==> src/rtl/player_collision_resolver.sv <==
// Per-frame player/obstacle overlap resolver: counts overlap pixels per player edge and
// publishes blocked-edge flags, an obstacle hit mask and a new-collision pulse each frame.
module player_collision_resolver #(
    parameter int unsigned NUM_OBST = 3,
    parameter int unsigned CNT_W    = 8,
    parameter int unsigned MIN_HITS = 4
) (
    input  logic                clk,
    input  logic                reset,
    input  logic                startOfFrame,
    input  logic                playerDR,
    input  logic [3:0]          hitEdgeCode,
    input  logic [NUM_OBST-1:0] obstDR,
    output logic                blockedTop,
    output logic                blockedBottom,
    output logic                blockedLeft,
    output logic                blockedRight,
    output logic [NUM_OBST-1:0] hitObstMask,
    output logic                collisionPulse
);

    typedef enum logic [1:0] {
        StWaitFrame,
        StAccum,
        StPublish
    } state_e;

    localparam logic [CNT_W-1:0] CntMax  = {CNT_W{1'b1}};
    localparam logic [CNT_W-1:0] MinHits = CNT_W'(MIN_HITS);
    localparam logic [CNT_W-1:0] CntOne  = CNT_W'(1);

    // Edge vectors are indexed by edge code: 0=bottom, 1=left, 2=right, 3=top.
    state_e                   state_q, state_d;
    logic [3:0][CNT_W-1:0]    cnt_q, cnt_d;
    logic [NUM_OBST-1:0]      acc_mask_q, acc_mask_d;
    logic [3:0]               cand_q, cand_d;
    logic [NUM_OBST-1:0]      cand_mask_q, cand_mask_d;
    logic [3:0]               blocked_q, blocked_d;
    logic [NUM_OBST-1:0]      hit_mask_q, hit_mask_d;
    logic                     pulse_q, pulse_d;

    logic                     hit;
    logic [3:0]               edge_sel;
    logic [3:0][CNT_W-1:0]    cnt_inc;
    logic [3:0][CNT_W-1:0]    cnt_fresh;
    logic [3:0]               meets;
    logic [NUM_OBST-1:0]      mask_in;

    assign hit     = playerDR & (|obstDR);
    assign mask_in = playerDR ? obstDR : '0;

    always_comb begin
        edge_sel = '0;
        if (hitEdgeCode < 4'd4) begin
            edge_sel[hitEdgeCode[1:0]] = 1'b1;
        end
    end

    // Continuing count, fresh-frame count (boundary pixel belongs to the new frame), threshold.
    always_comb begin
        cnt_inc   = cnt_q;
        cnt_fresh = '0;
        meets     = '0;
        for (int e = 0; e < 4; e++) begin
            if (hit && edge_sel[e] && (cnt_q[e] != CntMax)) begin
                cnt_inc[e] = cnt_q[e] + CntOne;
            end
            if (hit && edge_sel[e]) begin
                cnt_fresh[e] = CntOne;
            end
            meets[e] = (cnt_q[e] >= MinHits);
        end
    end

    always_comb begin
        state_d     = state_q;
        cnt_d       = cnt_q;
        acc_mask_d  = acc_mask_q;
        cand_d      = cand_q;
        cand_mask_d = cand_mask_q;
        blocked_d   = blocked_q;
        hit_mask_d  = hit_mask_q;
        pulse_d     = 1'b0;

        case (state_q)
            StWaitFrame: begin
                if (startOfFrame) begin
                    cnt_d      = cnt_fresh;
                    acc_mask_d = mask_in;
                    state_d    = StAccum;
                end
            end
            StAccum: begin
                if (startOfFrame) begin
                    cand_d      = meets;
                    cand_mask_d = acc_mask_q;
                    cnt_d       = cnt_fresh;
                    acc_mask_d  = mask_in;
                    state_d     = StPublish;
                end else begin
                    cnt_d      = cnt_inc;
                    acc_mask_d = acc_mask_q | mask_in;
                end
            end
            StPublish: begin
                // A frame start here would be a 1-pixel frame; it is dropped and counting goes on.
                blocked_d  = cand_q;
                hit_mask_d = cand_mask_q;
                pulse_d    = |(cand_q & ~blocked_q);
                cnt_d      = cnt_inc;
                acc_mask_d = acc_mask_q | mask_in;
                state_d    = StAccum;
            end
            default: begin
                state_d = StWaitFrame;
            end
        endcase
    end

    always_ff @(posedge clk) begin
        if (reset) begin
            state_q     <= StWaitFrame;
            cnt_q       <= '0;
            acc_mask_q  <= '0;
            cand_q      <= '0;
            cand_mask_q <= '0;
            blocked_q   <= '0;
            hit_mask_q  <= '0;
            pulse_q     <= 1'b0;
        end else begin
            state_q     <= state_d;
            cnt_q       <= cnt_d;
            acc_mask_q  <= acc_mask_d;
            cand_q      <= cand_d;
            cand_mask_q <= cand_mask_d;
            blocked_q   <= blocked_d;
            hit_mask_q  <= hit_mask_d;
            pulse_q     <= pulse_d;
        end
    end

    assign blockedBottom  = blocked_q[0];
    assign blockedLeft    = blocked_q[1];
    assign blockedRight   = blocked_q[2];
    assign blockedTop     = blocked_q[3];
    assign hitObstMask    = hit_mask_q;
    assign collisionPulse = pulse_q;

endmodule
==> config.mk <==
export PLATFORM = sky130hd
export DESIGN_NAME = player_collision_resolver
export DESIGN_NICKNAME = d
export VERILOG_FILES = /design/src/rtl/player_collision_resolver.sv
export SDC_FILE = /design/constraint.sdc
export NUM_CORES = 1
export LEC_CHECK = 0
export ABC_AREA = 1
export ABC_CLOCK_PERIOD_IN_PS = 2000
export BUFFER_PORTS_ARGS = -buffer_cell sky130_fd_sc_hd__buf_4
export CORE_MARGIN = 4
export CORE_UTILIZATION = 60
export CTS_CLUSTER_DIAMETER = 150
export DETAILED_ROUTE_END_ITERATION = 12
export GPL_ROUTABILITY_DRIVEN = 0
export HOLD_SLACK_MARGIN = 0.05
export MAX_ROUTING_LAYER = met4
export PLACE_DENSITY = 0.79
export SLEW_MARGIN = 20
export SYNTH_ARGS = -nofsm -noshare
export SYNTH_HDL_FRONTEND = slang
export SYNTH_SLANG_ARGS = --single-unit
==> constraint.sdc <==
create_clock -name clk -period 2 [get_ports clk]
set_clock_uncertainty 0.15 [all_clocks]
set_input_delay 0.1 -clock clk [delete_from_list [all_inputs] [get_ports clk]]
set_output_delay 0.1 -clock clk [all_outputs]
set_load 0.02 [all_outputs]
==> flow_metrics.tcl <==
set metrics [dict create \
    num_vias 2898 \
    regArea_um2 1041 \
    diodes 0 \
    leakage_nw 1.419 \
    syn_area_um2 2885 \
    grt-ovfl-total 0 \
    layout_commonest_cell "nand2_1" \
    critPathLaunchType "flip-flop" \
    dpl.cell_count 512 \
    synth_top_area_cell "dfxtp_1" \
    first_pass_iters 5 \
    slew_headroom_pct 69.14 \
    final_cell_mix "nand2_1, nor2_1, inv_1" \
    start_util_pct 64.06 \
    route.antenna.remaining_nets 0 \
    cp_max_fo 6 \
    syn-num-nets 468 \
    synth_cell_type_count 29 \
    clkSlewWorstSetupHoldPaths_ps 80 \
    endpoint_kind "flip-flop" \
    drv_slew 0 \
    drt-vias-per-instance 5.427 \
    grt_use_total_pct 23.66 \
    fin_cells 534 \
    root_buffer "clkbuf_8" \
    hpwl_um 4704 \
    syn2layout_area_growth_pct 15.78 \
    dpl_cell_area_um2 3074 \
    arrival_ps 1920 \
    core_um2 4504 \
    cellPowerDensity_nw_per_um2 726.6 \
    synth.avg_cell_area_um2 6.484 \
    crit_start "state_q[0]" \
    status "completed" \
    row_count 24 \
    routedWlPerCell_um 12.55 \
    ys_seq_area_share_pct 36.08 \
    whs_ps 113.8 \
    final-hold-violation-count 0 \
    route.detailed.drc 0 \
    numCtsBuffers 5 \
    syn_inst 445 \
    max_cap_viol_count 0 \
    async_flop_share_pct 0 \
    drt-initial-drc-count 168 \
    ir_worst_vdd_mv 0.5196 \
    synth-edff-count 0 \
    grt_pass1_vias 2576 \
    numPortBuffers 18 \
    die_x_um 77.35 \
    path_class "reg2reg" \
    grt_pass1_wl_um 11320 \
    fin_nets 504 \
    worstPathRequired_ps 2030 \
    fmax_mhz 529.4 \
    drive_gt1_share_pct 11.00 \
    cts_tree "built" \
    cts.sinks 52 \
    cts_buffer_depth 2 \
    die_y_um 77.35 \
    setup_violations 0 \
    wirelength_um 6701 \
    htreeDepth 2 \
    holdCritStartpoint "hitEdgeCode[3]" \
    fin_crit_sh_pct 94.44 \
    multiInputGateArea_um2 1585 \
    clock_latency_ps 310 \
    fillers 382 \
    synth_ff_type "dfxtp_1" \
    worst_pin_slew_ps 462.3 \
    fin_crit_ps 1889 \
    yosysTopAreaCellShare_pct 36.08 \
    io_pins 19 \
    rr_startpoint "state_q[0]" \
    final_cell_area_um2 3341 \
    die-area_um2 5982 \
    yosysWarnings 0 \
    ys_ff_latch 52 \
    yosys-top-cells-area "dfxtp_1, nand2_1, nor2_1, inv_1, a21oi_1" \
    grt_start_max_net_pins 18 \
    hp-class "in2reg" \
    antenna_found_initial 0 \
]
[metrics by stage]
stage,util [%],setup TNS (ps),setup slack [ps],power [mW]
after global placement,68.25,0,111.2,1.628
after global routing,74.17,-35.77,-13.92,2.554
after CTS,72.67,0,70.88,2.380
after detailed placement,68.25,0,23.20,1.639
after floorplan,-,0,257.1,1.498
final,74.17,0,111.2,2.427
[cells by family (layout without fill, tap and decap cells)]
family / Yosys count / count (layout) / share of synthesized area [%]
AND/OR/NAND/NOR: 237 / 239 / 34.78
buffers and inverters: 71 / 106 / 10.02
XOR/XNOR: 1 / 1 / 0.3036
AO/OA/AOI/OAI: 72 / 72 / 13.62
adder cells (fa/ha/maj): 12 / 12 / 5.204
flip-flops: 52 / 52 / 36.08
[Yosys cell counts, types with 3 or more instances]
cell type  count
dfxtp_1       52
nor2_2         4
nor3_1         4
a41oi_1        4
inv_2          4
ha_1          12
o21ai_1        8
nand4_1        7
clkbuf_1       3
nand3_1       33
o31ai_1        3
nor2_1        70
inv_1         58
a21oi_1       33
nand2_1      110
o21ai_0       20
nor4_1         4
[per-layer routing]
layer,routed length (um),part of all wire [%],GRT usage (%)
met5,0,0,-
met4,140,2.1,6.228
met3,341,5.1,4.167
met2,3189,48,38.95
met1,3029,45,30.11
[area by class of cell]
| class | count | area share (%) |
|---|---|---|
| clock inverters | 2 | 1.049 |
| well taps | 52 | 1.948 |
| inverters | 62 | 7.041 |
| flip-flops and latches | 52 | 31.16 |
| repair buffers | 36 | 9.176 |
| clock buffers | 6 | 2.172 |
| multi-input cells | 324 | 47.45 |
[power breakdown]
part           leakage (nW)  total [mW]  internal, mW  switching (mW)
registers             0.421        1.11          1.08          0.0295
clock network        0.0552       0.708         0.372           0.337
logic                 0.943       0.608         0.223           0.385
[state kept, by name, indices dropped and copies added, names as in the netlist]
name,flops
hitObstMask,3
blocked_q,4
state_q,2
acc_mask_q,3
cnt_q,32
cand_mask_q,3
collisionPulse,1
cand_q,4
[worst max-delay path, cell delays in order, from the launching register on]
cell     delay [ps]
dfxtp_1         390
inv_1            90
ha_1            220
inv_2           110
nand2_1          80
nand3_1         140
nand2_2         110
inv_4           150
nor2_4           60
buf_4           160
nand2_1          50
o31ai_1          60
[worst paths after layout]
path	cells past startpoint	slack, ps	end
max	11	110	acc_mask_q[0]
max reg2reg	11	110	acc_mask_q[0]
min	6	110	cnt_q[8]
min reg2reg	2	310	acc_mask_q[1]
[what timing repair did]
action	4_1_cts	5_1_grt
setup buffers	0	4
gates cloned	1	1
pin swaps	1	2
resized for setup	0	4
hold endpoints to repair	14	0
hold buffers	8	0
setup endpoints to repair	1	22
Power figures use the tool's default switching activity.
